<file path="src/rtl/pipe_hazard_ctrl.sv">
// Hazard controller beside the ID/EX boundary: in-flight rd scoreboard, registered forwarding
// selects, load-use bubbles and redirect kill. Perf counters are built only when HAZARD_PERF_EN is defined.
module pipe_hazard_ctrl #(
    parameter int  REG_AW      = 5,
    parameter int  FWD_DEPTH   = 3,
    parameter int  LOAD_LAT    = 1,
    parameter int  FLUSH_SLOTS = 2,
    parameter int  CNT_W       = 32,
    localparam int FW          = $clog2(FWD_DEPTH)
) (
    input  logic              clk_i,
    input  logic              rst_ni,
    input  logic              id_valid_i,
    input  logic [REG_AW-1:0] id_rs1_i,
    input  logic [REG_AW-1:0] id_rs2_i,
    input  logic [REG_AW-1:0] id_rd_i,
    input  logic              id_regwrite_i,
    input  logic              id_load_i,
    input  logic              redirect_i,
    output logic              stall_o,
    output logic              flush_id_o,
    output logic              bubble_ex_o,
    output logic [FW-1:0]     fwd_a_o,
    output logic [FW-1:0]     fwd_b_o,
    output logic [CNT_W-1:0]  stall_cnt_o,
    output logic [CNT_W-1:0]  flush_cnt_o,
    output logic [CNT_W-1:0]  fwd_cnt_o
);

    // The last slot (WB) never forwards because the register file is write-first,
    // so only slots 1..FWD_DEPTH-1 need storage.
    localparam int NS = FWD_DEPTH - 1;

    logic [NS:1]       r_vld;
    logic [NS:1]       r_ld;
    logic [REG_AW-1:0] r_rd [1:NS];
    logic [FW-1:0]     r_fwd_a;
    logic [FW-1:0]     r_fwd_b;

    logic [FW-1:0]     w_ka;
    logic [FW-1:0]     w_kb;
    logic              w_lu_a;
    logic              w_lu_b;
    logic              w_load_use;
    logic              w_redirect;
    logic              w_bubble;

    // Oldest-to-youngest walk so the youngest match is the last one written.
    always_comb begin
        w_ka   = '0;
        w_kb   = '0;
        w_lu_a = 1'b0;
        w_lu_b = 1'b0;
        for (int k = NS; k >= 1; k--) begin
            if (r_vld[k] && (id_rs1_i != '0) && (r_rd[k] == id_rs1_i)) begin
                w_ka   = FW'(k);
                w_lu_a = r_ld[k] && (k <= LOAD_LAT);
            end
            if (r_vld[k] && (id_rs2_i != '0) && (r_rd[k] == id_rs2_i)) begin
                w_kb   = FW'(k);
                w_lu_b = r_ld[k] && (k <= LOAD_LAT);
            end
        end
    end

    assign w_redirect  = redirect_i & rst_ni;
    assign w_load_use  = id_valid_i & (w_lu_a | w_lu_b);
    assign w_bubble    = w_load_use | w_redirect;

    assign stall_o     = w_load_use & ~w_redirect;
    assign flush_id_o  = w_redirect;
    assign bubble_ex_o = w_bubble;
    assign fwd_a_o     = r_fwd_a;
    assign fwd_b_o     = r_fwd_b;

    always_ff @(posedge clk_i or negedge rst_ni) begin
        if (!rst_ni) begin
            r_vld   <= '0;
            r_ld    <= '0;
            r_fwd_a <= '0;
            r_fwd_b <= '0;
            for (int k = 1; k <= NS; k++) begin
                r_rd[k] <= '0;
            end
        end else begin
            // A redirect kills the instructions younger than the resolving branch as they shift.
            for (int k = NS; k >= 2; k--) begin
                r_vld[k] <= r_vld[k-1] & ~(w_redirect & ((k - 1) < FLUSH_SLOTS));
                r_rd[k]  <= r_rd[k-1];
                r_ld[k]  <= r_ld[k-1];
            end
            r_vld[1] <= id_valid_i & id_regwrite_i & (id_rd_i != '0) & ~w_bubble;
            r_rd[1]  <= id_rd_i;
            r_ld[1]  <= id_load_i;

            if (w_bubble || !id_valid_i) begin
                r_fwd_a <= '0;
                r_fwd_b <= '0;
            end else begin
                r_fwd_a <= w_ka;
                r_fwd_b <= w_kb;
            end
        end
    end

`ifdef HAZARD_PERF_EN
    logic [CNT_W-1:0] r_stall_cnt;
    logic [CNT_W-1:0] r_flush_cnt;
    logic [CNT_W-1:0] r_fwd_cnt;

    always_ff @(posedge clk_i or negedge rst_ni) begin
        if (!rst_ni) begin
            r_stall_cnt <= '0;
            r_flush_cnt <= '0;
            r_fwd_cnt   <= '0;
        end else begin
            if (stall_o && (r_stall_cnt != '1)) begin
                r_stall_cnt <= r_stall_cnt + CNT_W'(1);
            end
            if (w_redirect && (r_flush_cnt != '1)) begin
                r_flush_cnt <= r_flush_cnt + CNT_W'(1);
            end
            if (((r_fwd_a != '0) || (r_fwd_b != '0)) && (r_fwd_cnt != '1)) begin
                r_fwd_cnt <= r_fwd_cnt + CNT_W'(1);
            end
        end
    end

    assign stall_cnt_o = r_stall_cnt;
    assign flush_cnt_o = r_flush_cnt;
    assign fwd_cnt_o   = r_fwd_cnt;
`else
    assign stall_cnt_o = '0;
    assign flush_cnt_o = '0;
    assign fwd_cnt_o   = '0;
`endif

endmodule

</file>
<file path="config.mk">
export PLATFORM = sky130hd
export DESIGN_NAME = pipe_hazard_ctrl
export DESIGN_NICKNAME = d
export VERILOG_FILES = /design/src/rtl/pipe_hazard_ctrl.sv
export SDC_FILE = /design/constraint.sdc
export NUM_CORES = 1
export LEC_CHECK = 0
export ABC_AREA = 1
export CORE_MARGIN = 4
export CORE_UTILIZATION = 31
export CTS_CLUSTER_SIZE = 28
export DETAILED_ROUTE_END_ITERATION = 10
export PLACE_DENSITY = 0.89
export SLEW_MARGIN = 20
export SYNTH_ARGS = -nofsm -noshare
export SYNTH_HDL_FRONTEND = slang
export SYNTH_SLANG_ARGS = --single-unit
</file>
<file path="constraint.sdc">
create_clock -name clk_i -period 1.5 [get_ports clk_i]
set_input_delay 0.45 -clock clk_i [delete_from_list [all_inputs] [get_ports clk_i]]
set_output_delay 0.45 -clock clk_i [all_outputs]
set_load 0.005 [all_outputs]
</file>
==> metrics.csv <==
stage;metric;value;unit
worst_setup_path;crit_arrival;1.52;ns
worst_setup_path;slowest_stage;clkdlybuf4s15_2;
cells_and_area;final_nets;295;
cts;cts_sinks;17;
cells_and_area;stdcell_count;343;
cells_and_area;n_antenna_cell;0;
floorplan;start_util;32.09;%
sta;tns;-2.383;ns
yosys;yosysTopAreaCell;buf_4;
cts;clk_pin_slew_worst_paths;0.06;ns
placed_design;post-dp-hpwl;2.666;mm
floorplan;fp.dieH;80.72;um
power;p_leak;1.085;nW
drt;dr.pass1.iters;4;
global_routing;grt_pass1_wl;4.291;mm
sta;final.period_utilization;131.3;%
floorplan;fp.dieW;80.72;um
placed_design;place_area;1789;um2
sta;fmax;507.9;MHz
cells_and_area;fillers;529;
worst_setup_path;critPathLaunchType;input pin;
cts;cts-root-buf;clkbuf_8;
cells_and_area;most-common-layout-cells;conb_1 (96), nand2_1 (28), buf_4 (26), dfrtp_1 (14), inv_2 (11);
drt;vias;1224;
cells_and_area;final_area;1911;um2
min_path;min_path_type;in2async;
cells_and_area;layout-drive-gt1-share;28.94;%
sta;timing.hold.ws;0.3117;ns
sta;rsz0062_at_grt;yes;
power;ir_worst_vdd;594.7;uV
worst_setup_path;cp_data_required_time;1.05;ns
floorplan;core_area;5107;um2
worst_setup_path;crit_chain;clkdlybuf4s15_2 > xnor2_2 > nand2_1 > nor2_2 > nand3_2 > nand2_2 > nand2_2 > nor2_1 > buf_2;
worst_setup_path;crit_type;in2out;
drt;wl_per_cell;9.303;um
floorplan;die-area;6515;um2
yosys;synth.area.top_cells;buf_4 (44%), dfrtp_1 (26%), nand2_1 (8.0%), inv_1 (4.6%), nor2_1 (3.0%);
placed_design;gp_congestion;0.8850;
yosys;synth_cell_types;22;
sta;fin_skew;0.003390;ns
yosys;synth-edff-count;0;
yosys;syn_avg_cell_area;7.588;um2
drt;drtAntennaViolNets;0;
yosys;seq_area_frac_synth;25.95;%
worst_setup_path;max_stage_delay;0.23;ns
global_routing;antenna_found_initial;0;
global_routing;overflow;0;
placed_design;place_ws;-1.274;ns
worst_setup_path;crit_top_cell;nand2_2;
cts;hold_buffers;0;
global_routing;gr-usage-all-layers;8.645;%
global_routing;grt_pass1_vias;1000;
run_status;violations;setup timing;
sta;fin_crit;1.969;ns
sta;setup_viol;6;
run;drv_cap;0;
sta;drv_slew;0;
worst_setup_path;crit_fanout;3;
drt;drcViolationCount;0;
floorplan;num_rows;26;
cts;cts_tree;yes;
drt;drt_iter0_drc;8;
drt;wirelength;3.191;mm
sta;fin_ws;-0.4688;ns
yosys;yosys_most_used_dff;dfrtp_1;
worst_setup_path;cp-end-kind;output port;
power;power_density;583.2;nW/um2
sta;hold_viol_final;0;
cells_and_area;final_common_cell;conb_1;
yosys;netlist_instances;216;
yosys;syn_area;1639;um2
yosys;synth_top_area_share;43.97;%
placed_design;dp.cells;328;
cts;clock_latency;0.25;ns
cts;cts-htree-levels;1;
placed_design;numPortBuffers;27;
cells_and_area;area_growth;16.56;%
floorplan;io_pins;124;
power;finalPower;1.114;mW
run_status;status;finished with violations;
yosys;async_flop_share;100.0;%
yosys;synth_warnings;0;
yosys;ys_ff_latch;17;
global_routing;grt_max_degree;18;
cts;clockBufferDepth;2;
cells_and_area;final_core_util;37.41;%
cts;numCtsBuffers;3;
drt;viasPerCell;3.569;
## cell usage after synthesis (2+ instances only)
cell and instances:
nor2_1 13, o211ai_1 3, nand2_1 35, o21ai_0 3, nor2_2 5, inv_1 20, dfrtp_1 17, nand3_1 4
nand4_1 3, buf_4 96, nand3_2 2, xor2_1 2, xnor2_1 2, a21oi_1 2, inv_2 2
## flip-flops by register name, indices dropped and copies added (netlist names)
signal,cells
r_vld,2
fwd_a_o,2
r_ld,1
r_rd,10
fwd_b_o,2
## final timing paths
kind	startpoint	end	slack, ns	depth (start not counted)
worst max register to register	r_rd[8]	r_vld[1]	-0.39	13
min in group clk_i	r_rd[6]	r_rd[1]	0.44	0
max in group asynchronous	rst_ni	r_rd[7]	0.99	2
worst min-delay path	rst_ni	r_vld[1]	0.31	2
worst max-delay path	id_rs1_i[4]	stall_o	-0.47	9
worst min register to register	r_rd[6]	r_rd[1]	0.44	0
## where the power goes
group          switching [mW]  total, mW  leakage, nW  internal (mW)
Combinational           0.166      0.276        0.854          0.110
Clock                   0.153      0.342       0.0228          0.189
Sequential             0.0190      0.497        0.208          0.478
## final cells by class
type	instances	area [um2]	share of cell area, %
clock buffer	4	45.04	2.358
inverter	22	102.6	5.370
multi-input combinational	176	814.5	42.63
sequential	17	429.2	22.46
tap	70	87.58	4.584
timing repair buffer	54	431.7	22.59
## layer usage
| metal | vias to the layer above | wire [um] | part of all wire [%] | GRT usage [%] |
|---|---|---|---|---|
| li1 | 586 | - | - | - |
| met1 | 557 | 1019 | 32 | 9.401 |
| met2 | 77 | 1740 | 55 | 16.64 |
| met3 | 4 | 388 | 12 | 1.121 |
| met4 | 0 | 42 | 1.3 | 3.547 |
| met5 | - | 0 | 0 | 0 |
## repair_timing
| action | CTS | global route |
|---|---|---|
| setup endpoints to repair | 12 | 6 |
| resized for setup | 41 | 30 |
| buffers inserted | 8 | 4 |
| pin swaps | 14 | 18 |
## logic make-up after synthesis
logic type,after synthesis,share of synthesized area [%]
other,1,0.2288
DFF,17,25.95
and+or+nand+nor,67,19.24
buffers and inverters,118,49.01
xor gates and xnor gates,4,2.138
AOI/OAI and AO/OA,9,3.435
## worst max-delay path, delay by kind of cell
| family | cells | cell delay, ns |
|---|---|---|
| simple gates | 6 | 0.56 |
| buf+inv | 2 | 0.34 |
| xor+xnor | 1 | 0.16 |
Power figures use the tool's default switching activity.
